[src/rtl/interval_arbiter_if.sv]
// Bundles the requester-side signals of interval_arbiter.
//   req      requester -> arbiter   per-requester request level
//   req_len  requester -> arbiter   packed lengths, requester i at [i*LEN_W +: LEN_W]
//   gnt      arbiter -> requester   one-hot grant, held for the whole interval
//   done     arbiter -> requester   one-cycle completion pulse
//   busy     arbiter -> requester   high while an interval runs or in the gap after it
//   count    arbiter -> requester   remaining count of the current interval
// master: requester side. slave: arbiter side.
interface interval_arbiter_if #(
   parameter int NUM_REQ = 4,
   parameter int LEN_W   = 8
);
   logic [NUM_REQ-1:0]       req;
   logic [NUM_REQ*LEN_W-1:0] req_len;
   logic [NUM_REQ-1:0]       gnt;
   logic [NUM_REQ-1:0]       done;
   logic                     busy;
   logic [LEN_W-1:0]         count;

   modport master (
      output req, req_len,
      input  gnt, done, busy, count
   );

   modport slave (
      input  req, req_len,
      output gnt, done, busy, count
   );
endinterface

[src/rtl/interval_arbiter.sv]
// interval_arbiter: round-robin scheduler sharing one down-counter between
// NUM_REQ requesters. A winner gets the counter for len+1 RUN cycles, then a
// one-cycle GAP carries its done pulse, then the arbiter returns to IDLE.
// Ports:
//   clk    system clock, rising edge
//   reset  synchronous, active-high reset
//   bus    interval_arbiter_if.slave (req, req_len in; gnt, done, busy, count out)
// Optional build macro INTERVAL_ABORT_EN: dropping req[winner] during RUN
// aborts the interval (GAP without done pulse, pointer still advances).
//
// state | meaning
// IDLE  | no interval active; round-robin pick on any request
// RUN   | counter owned by winner, gnt held, count decrements to 0
// GAP   | one cycle after an interval; done pulse (unless aborted), busy high
module interval_arbiter #(
   parameter int NUM_REQ = 4,
   parameter int LEN_W   = 8
) (
   input logic                clk,
   input logic                reset,
   interval_arbiter_if.slave  bus
);
   localparam int PTR_W = $clog2(NUM_REQ);

   typedef enum logic [1:0] {IDLE, RUN, GAP} state_t;

   state_t             state_q, state_d;
   logic [NUM_REQ-1:0] gnt_q, gnt_d;
   logic [NUM_REQ-1:0] done_q, done_d;
   logic               busy_q, busy_d;
   logic [LEN_W-1:0]   count_q, count_d;
   logic [PTR_W-1:0]   win_q, win_d;
   logic [PTR_W-1:0]   ptr_q, ptr_d;
   logic [PTR_W-1:0]   ptr_next;

   logic               pick_valid;
   logic [PTR_W-1:0]   pick_idx;

   // First requester at or above ptr_q, wrapping around.
   always_comb begin
      int j;
      logic [PTR_W-1:0] idx;
      j          = 0;
      idx        = '0;
      pick_valid = 1'b0;
      pick_idx   = '0;
      for (int i = 0; i < NUM_REQ; i++) begin
         j = int'(ptr_q) + i;
         if (j >= NUM_REQ) j = j - NUM_REQ;
         idx = PTR_W'(j);
         if (!pick_valid && bus.req[idx]) begin
            pick_valid = 1'b1;
            pick_idx   = idx;
         end
      end
   end

   assign ptr_next = (win_q == PTR_W'(NUM_REQ - 1)) ? '0 : win_q + PTR_W'(1);

   always_comb begin
      state_d = state_q;
      gnt_d   = gnt_q;
      done_d  = '0;
      busy_d  = busy_q;
      count_d = count_q;
      win_d   = win_q;
      ptr_d   = ptr_q;
      case (state_q)
         IDLE: begin
            gnt_d   = '0;
            busy_d  = 1'b0;
            count_d = '0;
            if (pick_valid) begin
               state_d = RUN;
               gnt_d   = NUM_REQ'(1) << pick_idx;
               count_d = bus.req_len[pick_idx*LEN_W +: LEN_W];
               busy_d  = 1'b1;
               win_d   = pick_idx;
            end
         end
         RUN: begin
`ifdef INTERVAL_ABORT_EN
            if (!bus.req[win_q]) begin
               state_d = GAP;
               gnt_d   = '0;
               count_d = '0;
               ptr_d   = ptr_next;
            end else
`endif
            if (count_q == '0) begin
               state_d = GAP;
               gnt_d   = '0;
               done_d  = NUM_REQ'(1) << win_q;
               ptr_d   = ptr_next;
            end else begin
               count_d = count_q - LEN_W'(1);
            end
         end
         GAP: begin
            state_d = IDLE;
            gnt_d   = '0;
            busy_d  = 1'b0;
            count_d = '0;
         end
         default: begin
            state_d = IDLE;
            gnt_d   = '0;
            busy_d  = 1'b0;
            count_d = '0;
         end
      endcase
   end

   always_ff @(posedge clk) begin
      if (reset) begin
         state_q <= IDLE;
         gnt_q   <= '0;
         done_q  <= '0;
         busy_q  <= 1'b0;
         count_q <= '0;
         win_q   <= '0;
         ptr_q   <= '0;
      end else begin
         state_q <= state_d;
         gnt_q   <= gnt_d;
         done_q  <= done_d;
         busy_q  <= busy_d;
         count_q <= count_d;
         win_q   <= win_d;
         ptr_q   <= ptr_d;
      end
   end

   assign bus.gnt   = gnt_q;
   assign bus.done  = done_q;
   assign bus.busy  = busy_q;
   assign bus.count = count_q;
endmodule

[src/flat_wrapper.sv]
// flat-port wrapper written by rule: the top's interface ports become plain ports
module interval_arbiter_flat 
#(
   parameter int NUM_REQ = 4,
   parameter int LEN_W   = 8
)
  (clk, reset, bus_req, bus_req_len, bus_gnt, bus_done, bus_busy, bus_count);
  interval_arbiter_if #(.NUM_REQ(NUM_REQ), .LEN_W(LEN_W)) bus_i ();
  input logic clk;
  input logic reset;
  input wire logic [$bits(bus_i.req)-1:0] bus_req;
  input wire logic [$bits(bus_i.req_len)-1:0] bus_req_len;
  output wire logic [$bits(bus_i.gnt)-1:0] bus_gnt;
  output wire logic [$bits(bus_i.done)-1:0] bus_done;
  output wire logic [$bits(bus_i.busy)-1:0] bus_busy;
  output wire logic [$bits(bus_i.count)-1:0] bus_count;
  assign bus_i.req = bus_req;
  assign bus_i.req_len = bus_req_len;
  assign bus_gnt = bus_i.gnt;
  assign bus_done = bus_i.done;
  assign bus_busy = bus_i.busy;
  assign bus_count = bus_i.count;
  interval_arbiter #(.NUM_REQ(NUM_REQ), .LEN_W(LEN_W)) u_core (.clk(clk), .reset(reset), .bus(bus_i));
endmodule
[config.mk]
export PLATFORM = sky130hd
export DESIGN_NAME = interval_arbiter_flat
export DESIGN_NICKNAME = d
export VERILOG_FILES = /design/src/rtl/interval_arbiter_if.sv /design/src/rtl/interval_arbiter.sv /design/src/flat_wrapper.sv
export SDC_FILE = /design/constraint.sdc
export NUM_CORES = 1
export LEC_CHECK = 0
export ABC_CLOCK_PERIOD_IN_PS = 2100
export CAP_MARGIN = 20
export CELL_PAD_IN_SITES_DETAIL_PLACEMENT = 1
export CELL_PAD_IN_SITES_GLOBAL_PLACEMENT = 2
export CORE_ASPECT_RATIO = 0.7
export CORE_UTILIZATION = 23
export DETAILED_ROUTE_END_ITERATION = 10
export GPL_ROUTABILITY_DRIVEN = 0
export PLACE_DENSITY_LB_ADDON = 0.05
export SETUP_SLACK_MARGIN = 0.5
export SLEW_MARGIN = 30
export SYNTH_ARGS = -nofsm -noshare
export SYNTH_HDL_FRONTEND = slang
export SYNTH_SLANG_ARGS = --single-unit
export TNS_END_PERCENT = 30
[constraint.sdc]
create_clock -name clk -period 2.1 [get_ports clk]
set_input_delay 0.21 -clock clk [delete_from_list [all_inputs] [get_ports clk]]
set_output_delay 0.21 -clock clk [all_outputs]
set_load 0.05 [all_outputs]
After elaboration in Yosys (flattened, before gate mapping)
Cells that the tools add are included.
{"block": "op_classes", "bitwise_logic": 2, "shift": 3, "add_sub_neg": 9, "muxes": 32, "order_cmp": 8, "eq_ne": 5, "reduce_logical": 12}
{"cell": "$shiftx A32 B6 Y8", "count": 1}
{"cell": "$mux W2", "count": 11}
{"cell": "$mux W8", "count": 2}
{"cell": "$pmux W8 S2", "count": 1}
{"cell": "$lt A2 B3 Y1 const B", "count": 4}
{"cell": "$ge A3 B3 Y1 const B", "count": 3}
{"cell": "$mux W1", "count": 9}
{"cell": "$bmux W1 S2", "count": 4}
{"cell": "$logic_not A8 Y1", "count": 1}
{"cell": "$mux W4", "count": 2}
{"cell": "$pmux W4 S2", "count": 1}
{"cell": "$shl A1 B2 Y4 const A", "count": 2}
{"cell": "$sub A2 B1 Y2 const B", "count": 4}
{"cell": "$sub A8 B1 Y8 const B", "count": 1}
{"cell": "$add A2 B2 Y3 const B", "count": 2}
{"cell": "$reduce_and A2 Y1", "count": 3}
{"cell": "$ne A2 B1 Y1 const B", "count": 2}
{"cell": "$pmux W2 S2", "count": 1}
{"cell": "$add A2 B1 Y3 const B", "count": 1}
{"cell": "$ge A2 B3 Y1 const B", "count": 1}
{"cell": "$logic_and A1 B1 Y1", "count": 3}
{"cell": "$logic_not A1 Y1", "count": 3}
{"cell": "$reduce_or A3 Y1", "count": 1}
{"cell": "$add A2 B1 Y2 const B", "count": 1}
{"cell": "6 further kinds", "count": 7}
{"block": "totals", "register_bits": 23, "inputBits": 38, "output_inout_bits": 17, "wordCells": 78}

Longest topological paths before layout
Gate-level depths: netlist of run 1.
{"block": "depth", "word_depth": 17, "depth_mapped": 7, "mapped_depth_nobuf": 7}

Worst setup path after synthesis of run 1
OpenSTA, ideal clock, no wires.
{"block": "synth_timing", "kind": "reg-to-reg", "from": "reg u_core.count_q[2] (netlist: u_core.bus.count[2])", "to": "reg u_core.ptr_q[0]", "setup_time_ns": 0.128, "path_slack_ns": 0.112, "path_stages_with_launch": 6, "t_arrival_ns": 1.860, "period_less_slack_ns": 1.988, "required_ns": 1.972, "path_cell_list": "dfxtp_1 -> or4_4 -> nor4b_4 -> nand2_1 -> mux2i_1 -> nor2_1"}
{"block": "synth_via", "elab_chain_len": 2}
{"element": "start: declaration", "line_no": "interval_arbiter.sv:31", "text": "logic [LEN_W-1:0] count_q, count_d;"}
{"element": "start signal: assignment", "line_no": "interval_arbiter.sv:128", "text": "count_q <= count_d;"}
{"element": "$logic_not A8 Y1", "line_no": "interval_arbiter.sv:90", "text": "if (count_q == '0) begin"}
{"element": "$reduce_and A2 Y1 (no line)"}
{"element": "end signal: assignment", "line_no": "interval_arbiter.sv:130", "text": "ptr_q <= ptr_d;"}
{"element": "end: declaration", "line_no": "interval_arbiter.sv:33", "text": "logic [PTR_W-1:0] ptr_q, ptr_d;"}
No other way between the ends.
A chain may end at the register's enable or synchronous reset.

Worst setup path after layout of run 1
{"block": "layout_timing", "from": "reg u_core.count_q[7] (netlist: u_core.bus.count[7])", "to": "out bus_count[7]"}
{"element": "end: declaration", "line_no": "flat_wrapper.sv:16", "text": "output wire logic [$bits(bus_i.count)-1:0] bus_count;"}
No word-level cell between the ends.

==> results by group, run 1 <==
Outcome
  – Status: finished clean

Detailed routing
  – Via density: between 4 and 5
  – 1st-pass router iterations: 4
  – Residual DRC: 0
  – Drt initial violations: 39
  – Wirelength per Cell: between 10 and 15 microns
  – Routed Antenna Nets: 0
  – Total wire length: about 4200 microns
  – Vias: ~1300

Critical path
  – WS Path Type: flop to output pin
  – Crit path max fanout: 5
  – Crit end category: output pin
  – R2r setup slk: 0.32 ns
  – Critical Path Start Type: flop
  – CP arrival: approximately 1.6 ns
  – Crit path required time: ~1.9 ns
  – CP peak stage delay: about 0.84 ns
  – Cell Chain, Critical Path: clkdlybuf4s50_1
  – Buf/Inv on CP: 1
  – RR Endpoint: u_core.bus.count[1]$_SDFFE_PP0N_
  – Cell family with most CP delay: buffers and inverters
  – Worst R2R Path Depth: 6
  – R2r startpoint: u_core.bus.count[3]$_SDFFE_PP0N_
  – Critical-path top delay cell: clkdlybuf4s50_1

Power
  – Sw frac: 0.434
  – Pwr/cell area: approximately 980 nW/um^2
  – NetSw: around 0.00094 W
  – Lkg Pwr: just under 0.9 nW
  – Worst IR Drop VDD: ~0.00035 V
  – Clk pwr share: 0.136
  – Internal power: between 0.001 and 0.0015 W
  – Comb power frac: 0.567
  – Sequential power share: 0.297

Min path
  – Worst min-delay path category: flop to flop
  – Hold depth: 2
  – Hold endpoint: u_core.bus.busy$_SDFFE_PP0N_
  – Hold_sp: u_core.bus.busy$_SDFFE_PP0N_

GRT
  – Tot GR Track Use: 0.151
  – Vias in the first global route: roughly 1400
  – Global-route wire length before repair: ~7000 microns
  – Initial antenna violation count: 0
  – Pin count of the biggest net entering global routing: 15
  – GR Overflow Total: 0

Timing
  – Fmax: between 500 and 600 MHz
  – Relative slew margins: 0.660
  – Worst slew pin tran: 0.509 ns
  – Final Cycle Share: 0.847
  – Setup violators final: 0
  – Final worst path period need: between 1.5 and 2 ns
  – Unrepaired setup endpoints after global routing: yes
  – Endpoints failing hold: 0
  – Post-Route Skew: a little under 0.003 ns
  – Hold_ws: 0.466 ns
  – Max Transition Viols Final: 0

Yosys
  – Largest family of logic cells by synthesized area: simple AND/OR/NAND/NOR gates
  – Synthesized cell area: between 1000 and 1500 sq um
  – Syn avg cell area: approximately 8.8 sq um
  – Flops & latches, synth: 23
  – Syn nets: about 190
  – Xor and xnor area share after synthesis: 0.0344
  – Synth Area in Compound Gates: 0.143
  – Unique masters post-synth: 35
  – Adder-cell share of the synthesized area: 0.0295
  – Seq/Total Area, Yosys: 0.362
  – Mux cell area share after synthesis: 0.150
  – Synthesized instance count: between 100 and 150
  – Synth warnings: 0
  – Synth Area in Simple Gates: 0.248

Run
  – Max_cap viols: 0

Final layout
  – Nets: about 260
  – Area occupied by registers: 473 sq um
  – Area delta synth->final: 72.5%
  – Area of the multi-input gates: 883 sq um
  – Layout cells sized above 1: 0.219
  – # fillers: 627
  – Commonest non-fill, non-tap cells in the layout: 49 x clkdlybuf4s50_1, 18 x mux2i_1, 17 x dfxtp_1
  – Final instance area: about 2200 sq um
  – Inserted Diodes: 0
  – Most common cell after layout, fill and taps aside: clkdlybuf4s50_1

Placement
  – Post-DP HPWL: ~3200 microns
  – I/O Buffers: 54
  – Placed Area: between 1500 and 2000 sq um

Die
  – Initial Util: 0.241
  – # IOs: 55
  – Row count: 22
  – Chip Height: around 64 microns
  – Core ar.: ~5300 sq um
  – Area of the die: 5840 sq um
  – Die W: 90.9 microns

Clock network
  – Reg clk slew, reported paths: about 0.090 ns
  – TritonCTS buffer count: 3
  – # hold bufs at CTS: 0
  – CTS tree: yes
  – CTS max path bufs: 2
  – CTS root buffer: clkbuf_8
  – CTS Sinks: 23
  – Htree depth: 1
  – Latest clock arrival within the worst-skew pair: 0.27 ns
[synthesized netlist by cell type (all sizes together)]
library cell	count	area, sq um
nor4	2	12.5
and3	3	20.0
or3	2	12.5
xor2	3	26.3
a221o	1	10.0
or4	1	11.3
buf	2	12.5
clkbuf	1	3.75
nand3	1	5.00
nor2	15	56.3
a21oi	7	35.0
nor2b	4	25.0
o21bai	3	22.5
nand2b	3	18.8
xnor2	2	17.5
o211ai	2	15.0
a32oi	2	17.5
mux2	1	11.3
ha	3	37.5
inv	7	26.3
nor3	5	25.0
o221ai	6	52.6
nand2	18	67.6
and2	2	13.8
o311ai	1	8.76
nor4b	2	32.5
o21ai	1	5.00
mux2i	18	180
a21boi	2	15.0
dfxtp	23	460
nor3b	2	15.0
[metrics by stage]
step,total power [W],TNS (ns),worst slack [ns],std cells,util
6_report,0.00216,0,0.322,287,0.415
5_1_grt,0.00229,0,0.244,287,0.415
4_1_cts,0.00210,0,0.284,286,0.397
3_5_place_dp,0.00169,-0.0293,-0.0204,277,0.373
3_3_place_gp,0.00167,0,0.0763,277,0.373
2_1_floorplan,0.00133,0,0.301,145,-
[cell families (layout without fill, tap and decap cells)]
| logic type | Yosys count | after routing |
|---|---|---|
| compound gates | 25 | 25 |
| xor+xnor | 5 | 5 |
| fa+ha+maj | 3 | 3 |
| buf+inv | 10 | 80 |
| flops | 23 | 23 |
| mux | 19 | 19 |
| simple gates | 60 | 60 |
[worst max path at each step]
stage,start,to,slack [ns],depth (start not counted)
2_1_floorplan,u_core.bus.count[2]$_SDFFE_PP0N_,u_core.ptr_q[0]$_SDFFE_PP0P_,0.30,5
3_3_place_gp,bus_req[2],u_core.bus.count[2]$_SDFFE_PP0N_,0.08,6
3_5_place_dp,bus_req[2],u_core.bus.count[2]$_SDFFE_PP0N_,-0.02,7
4_1_cts,u_core.bus.count[3]$_SDFFE_PP0N_,u_core.bus.count[1]$_SDFFE_PP0N_,0.28,6
5_1_grt,u_core.bus.count[5]$_SDFFE_PP0N_,u_core.bus.count[1]$_SDFFE_PP0N_,0.24,6
6_report,u_core.bus.count[7]$_SDFFE_PP0N_,bus_count[7],0.32,1
[power groups by stage]
stage	Combinational [W]	Sequential, W	Clock (W)
2_1_floorplan	0.000481	0.000849	0
6_report	0.00122	0.000642	0.000293
4_1_cts	0.00116	0.000633	0.000306
3_5_place_dp	0.00104	0.000648	0
3_3_place_gp	0.00103	0.000645	0
5_1_grt	0.00132	0.000657	0.000318
[sequential cells by signal, indices dropped and copies added, names as in the netlist]
name              count
u_core.bus.count      8
u_core.state_q        2
u_core.bus.busy       1
u_core.bus.gnt        4
u_core.ptr_q          2
u_core.win_q          2
u_core.bus.done       4
[timing repair]
item,4_1_cts,5_1_grt
pin swaps,7,8
buffers inserted,5,1
endpoints found under the setup margin,36,37
endpoints found under the hold margin,0,0
gates resized for setup,14,20
[per-layer routing]
layer | up-vias | routed length [microns] | global-route usage
met2 | 42 | 1750 | 0.227
met3 | 2 | 211 | 0.0357
met1 | 592 | 2250 | 0.220
met5 | - | 0 | 0
li1 | 658 | - | -
met4 | 0 | 18 | 0.0238
[area by class of cell]
type                            count  share of cell area
Clock buffer                        3              0.0188
Clock inverter                      1             0.00342
Inverter                            7              0.0120
Multi-Input combinational cell    112               0.403
Sequential cell                    23               0.216
Tap cell                           72              0.0410
Timing Repair Buffer               69               0.307
(Power assumes the default switching activity.)
==> inputs of run 2 (changes only) <==
- ABC_CLOCK_PERIOD_IN_PS: 2100 -> 1650
- clock period: 2.1 -> 1.65 ns (I/O delays scaled with it)
==> run 2 against run 1 <==
Net effect:
- the flow now finishes with violations (negative setup slack)
- critical path type is now flop to flop
- non-clock buffer count rose by 7
- clock-buffer cell count did not move
- largest power group unchanged
- largest cell class unchanged
- hold slack improved by 0.0016 ns
- worst setup slack got worse by 0.42 ns
- sequential share of layout area rose by 0.12 points
- design area fell by 0.57%
- clock skew rose by 0.0035 ns
- final cell count rose by 2.4%
- combinational power rose by 26%
- critical endpoint is now u_core.bus.count[7]$_SDFFE_PP0N_
==> results by group, run 2 (synthesis results as in run 1) <==
GRT
  – Initial antenna violation count: 0
  – GR Overflow Total: 0
  – Tot GR Track Use: 0.153
  – Global-route wire length before repair: roughly 7100 microns
  – Vias in the first global route: between 1000 and 1500
  – Pin count of the biggest net entering global routing: 15

Detailed routing
  – Residual DRC: 0
  – Via density: around 4.5
  – Vias: ~1300
  – Drt initial violations: 18
  – 1st-pass router iterations: 4
  – Total wire length: about 4200 microns
  – Wirelength per Cell: approximately 14 microns
  – Routed Antenna Nets: 0

Timing
  – Fmax: ~570 MHz
  – Post-Route Skew: 0.00645 ns
  – Setup violators final: 14
  – Unrepaired setup endpoints after global routing: yes
  – Final worst path period need: between 1.5 and 2 ns
  – Worst slew pin tran: just over 0.4 ns
  – Endpoints failing hold: 0
  – Max Transition Viols Final: 0
  – Final setup margin: -0.100 ns
  – Hold_ws: between 0.4 and 0.5 ns
  – Fin Setup TNS: -0.999 ns
  – Final Cycle Share: 1.06
  – Relative slew margins: 0.727

Critical path
  – Critical-path top delay cell: or4_4
  – CP peak stage delay: ~0.57 ns
  – Cell family with most CP delay: simple AND/OR/NAND/NOR gates
  – Cell Chain, Critical Path: or4_4, nor4_2, mux2_2, nand2_1, o221ai_1
  – Buf/Inv on CP: 0
  – Crit path required time: 1.80 ns
  – R2r setup slk: -0.10 ns
  – Crit path max fanout: 3
  – CP arrival: 1.90 ns
  – WS Path Type: flop to flop
  – Crit end category: flop
  – Critical Path Start Type: flop

Clock network
  – Htree depth: 1
  – TritonCTS buffer count: 3
  – # hold bufs at CTS: 0
  – CTS max path bufs: 2
  – CTS Sinks: 23
  – CTS tree: yes
  – Latest clock arrival within the worst-skew pair: roughly 0.27 ns
  – CTS root buffer: clkbuf_8
  – Reg clk slew, reported paths: around 0.090 ns

Die
  – # IOs: 55
  – Chip Height: 64.2 microns
  – Row count: 22
  – Die W: 90.9 microns
  – Initial Util: 0.241
  – Core ar.: about 5300 sq um
  – Area of the die: around 6000 sq um

Placement
  – I/O Buffers: between 50 and 60
  – Post-DP HPWL: roughly 3400 microns
  – DP Cell Count: a little under 300
  – Placed Area: a little over 2000 sq um

Final layout
  – Layout cells sized above 1: 0.329
  – Area delta synth->final: 71.5%
  – Commonest non-fill, non-tap cells in the layout: 34 x clkdlybuf4s50_1, 34 x buf_4, 17 x mux2i_1, 17 x dfxtp_1, 16 x nand2_1
  – Nets: about 260
  – # fillers: ~620
  – Inserted Diodes: 0
  – Max reg flops: 8
  – Final instance area: roughly 2200 sq um
  – Post-route insts no fill: between 200 and 300

Power
  – Pwr/cell area: between 1000 and 1500 nW/um^2
  – Worst IR Drop VDD: roughly 0.0004 V
  – Overall Power: about 0.0027 W
  – Lkg Pwr: 0.930 nW

Outcome
  – Status: finished with violations
  – Failing checks: negative setup slack

Run
  – Max_cap viols: 0

Min path
  – Worst min-delay path category: flop to flop
[run 2: cell types whose count changed in the layout (fill, tap and decap cells not counted), moves of 2 or more]
cell,change
buf_4,+22
clkdlybuf4s50_1,-15
nor3_2,+3
nor2_4,-2
nor3_4,-2
[run 2: worst reg2reg max path, cell delays in order (launching register included)]
cell      delay [ns]
dfxtp_4         0.35
or4_4           0.57
nor4_2          0.17
mux2_2          0.36
nand2_1         0.07
o221ai_1        0.11
[run 2: path summary, 6_finish.rpt]
path,startpoint,endpoint,depth (start not counted)
setup / recovery,u_core.bus.count[2]$_SDFFE_PP0N_,u_core.bus.count[7]$_SDFFE_PP0N_,5
hold / removal,u_core.bus.busy$_SDFFE_PP0N_,u_core.bus.busy$_SDFFE_PP0N_,2
hold reg to reg,u_core.bus.busy$_SDFFE_PP0N_,u_core.bus.busy$_SDFFE_PP0N_,2
setup reg to reg,u_core.bus.count[2]$_SDFFE_PP0N_,u_core.bus.count[7]$_SDFFE_PP0N_,5
[run 2: routing by layer]
metal | GRT usage | vias to the layer above | share of wire
met1 | 0.214 | 614 | 0.52
li1 | - | 675 | -
met3 | 0.0369 | 5 | 0.057
met5 | 0 | - | 0
met4 | 0.0357 | 0 | 0.0088
met2 | 0.237 | 43 | 0.41
[run 2: final cells by class]
class / count / area [sq um] / share of cell area
inverter: 7 / 26.3 / 0.0120
clock inverter: 1 / 7.51 / 0.00344
multi-input combinational: 112 / 852 / 0.390
clock buffer: 3 / 41.3 / 0.0189
timing repair buffer: 76 / 692 / 0.317
sequential: 23 / 473 / 0.217
tap: 72 / 90.1 / 0.0413
[run 2: stage by stage]
step,worst slack [ns],utilization
after floorplan,-0.149,-
after global placement,-0.366,0.387
after detailed placement,-0.414,0.387
after CTS,-0.103,0.407
after global routing,-0.206,0.413
final,-0.100,0.413
[run 2: report_power, final]
group	internal, W	leakage [nW]	switching (W)
registers	0.000675	0.191	0.0000946
clock network	0.000171	0.0217	0.000200
logic	0.000687	0.717	0.000855
[run 2: repair_timing]
action                                  in CTS  in global routing
gates resized for setup                     25                 11
buffers inserted                             0                  0
endpoints found under the setup margin      28                 26
pin swaps                                    1                  2
==> inputs of run 3 (changes only) <==
- CORE_MARGIN: unset -> 2
==> run 3 against run 2 <==
Net effect:
- utilization is 0.33 points lower
- the run still ends with negative setup slack left
- critical path type unchanged
- wire length is 3.3% higher
- highest routed layer unchanged
- critical path depth is 1 higher
- via count is 0.30% higher
==> results by group, run 3 (synthesis results as in run 1) <==
Critical path
  – WS Path Type: flop to flop
  – Critical Path Start Type: flop
  – Crit path max fanout: 7
  – Critical-path top delay cell: or4_4
  – Crit path required time: approximately 1.8 ns
  – CP peak stage delay: 0.57 ns
  – Crit end category: flop
  – Cell Chain, Critical Path: or4_4, nor4b_4, buf_6, nor3_1, nand2_1, o221ai_1
  – CP arrival: about 1.9 ns

Clock network
  – Latest clock arrival within the worst-skew pair: about 0.27 ns
  – CTS max path bufs: 2
  – TritonCTS buffer count: 3
  – Setup bufs post-CTS: 0
  – CTS Sinks: 23
  – Htree depth: 1
  – Reg clk slew, reported paths: 0.09 ns
  – CTS root buffer: clkbuf_8
  – CTS tree: yes

Final layout
  – Commonest non-fill, non-tap cells in the layout: 35 x clkdlybuf4s50_1, 32 x buf_4, 18 x mux2i_1
  – Most common cell after layout, fill and taps aside: clkdlybuf4s50_1
  – Inserted Diodes: 0
  – Area delta synth->final: 70.1%
  – Max reg flops: 8
  – Layout cells sized above 1: 0.311
  – Nets: around 260
  – # fillers: 641

Detailed routing
  – Drt initial violations: 25
  – Total wire length: between 4000 and 5000 microns
  – Residual DRC: 0
  – Wirelength per Cell: approximately 15 microns
  – Via density: approximately 4.6
  – Vias: roughly 1300
  – Routed Antenna Nets: 0
  – 1st-pass router iterations: 2

Timing
  – Worst slew pin tran: about 0.5 ns
  – Fmax: 561 MHz
  – Endpoints failing hold: 0
  – Post-Route Skew: 0.00496 ns
  – Setup violators final: 19
  – Final Cycle Share: 1.08
  – Relative slew margins: 0.669
  – Unrepaired setup endpoints after global routing: yes
  – Final worst path period need: ~1.8 ns
  – Fin Setup TNS: -1.50 ns
  – Max Transition Viols Final: 0
  – Final setup margin: -0.132 ns
  – Hold_ws: ~0.47 ns

GRT
  – Initial antenna violation count: 0
  – Tot GR Track Use: 0.144
  – Pin count of the biggest net entering global routing: 15
  – GR Overflow Total: 0
  – Global-route wire length before repair: between 6000 and 7000 microns
  – Vias in the first global route: between 1000 and 1500

Die
  – Chip Height: about 66 microns
  – Die W: between 90 and 100 microns
  – Initial Util: 0.241
  – Area of the die: slightly above 6000 sq um
  – # IOs: between 50 and 60
  – Core ar.: about 5300 sq um
  – Row count: 22

Run
  – Max_cap viols: 0

Outcome
  – Status: finished with violations
  – Failing checks: negative setup slack

Placement
  – I/O Buffers: 54
  – Post-DP HPWL: between 3000 and 4000 microns
  – Setup WS pre-CTS: -0.409 ns

Power
  – Lkg Pwr: between 0.9 and 1 nW
  – Worst IR Drop VDD: 0.000409 V
  – Pwr/cell area: about 1200 nW/um^2
  – Overall Power: between 0.002 and 0.003 W

Min path
  – Worst min-delay path category: flop to flop
==> run 3: timing repair <==
action,4_1_cts,5_1_grt
pin swaps,1,4
setup endpoints to repair,27,30
hold buffers,0,0
resized for setup,14,18
==> run 3: metrics by stage <==
| stage | cells | cell area, sq um | util |
|---|---|---|---|
| floorplan | 145 | 1290 | - |
| global route | 294 | 2160 | 0.410 |
| global placement | 290 | 2040 | 0.387 |
| detailed placement | 290 | 2040 | 0.387 |
| finish | 294 | 2160 | 0.410 |
| CTS | 294 | 2110 | 0.400 |
==> run 3: area by class of cell <==
cell class              count  area, sq um  area share
inverters                   7         26.3      0.0121
flip-flops and latches     23          473       0.218
well taps                  72         90.1      0.0416
clock buffers               3         41.3      0.0191
repair buffers             76          696       0.321
clock inverters             1         7.51     0.00347
multi-input cells         112          831       0.384
==> run 3: final timing paths <==
| kind | startpoint | endpoint | slack [ns] | depth (start not counted) |
|---|---|---|---|---|
| min reg2reg | u_core.bus.busy$_SDFFE_PP0N_ | u_core.bus.busy$_SDFFE_PP0N_ | 0.47 | 2 |
| max | u_core.bus.count[2]$_SDFFE_PP0N_ | u_core.bus.count[4]$_SDFFE_PP0N_ | -0.13 | 6 |
| max reg2reg | u_core.bus.count[2]$_SDFFE_PP0N_ | u_core.bus.count[4]$_SDFFE_PP0N_ | -0.13 | 6 |
| min | u_core.bus.busy$_SDFFE_PP0N_ | u_core.bus.busy$_SDFFE_PP0N_ | 0.47 | 2 |
==> run 3: where the power goes <==
group          internal, W  leakage (nW)  total (W)  switching [W]
registers         0.000674         0.191   0.000771      0.0000973
logic             0.000686         0.706    0.00153       0.000849
clock network     0.000171        0.0217   0.000374       0.000203
total              0.00153         0.919    0.00268        0.00115
==> run 3: metal layers <==
layer  track usage  part of all wire
met1         0.204              0.52
met2         0.213              0.40
met3        0.0433             0.072
met4        0.0331            0.0078
met5             0                 0
==> run 3: critical path, delay by kind of cell (launching register included) <==
| family | cells | cell delay (ns) |
|---|---|---|
| and+or+nand+nor | 4 | 1.03 |
| DFF | 1 | 0.35 |
| buffers and inverters | 1 | 0.18 |
| AOI/OAI and AO/OA | 1 | 0.10 |
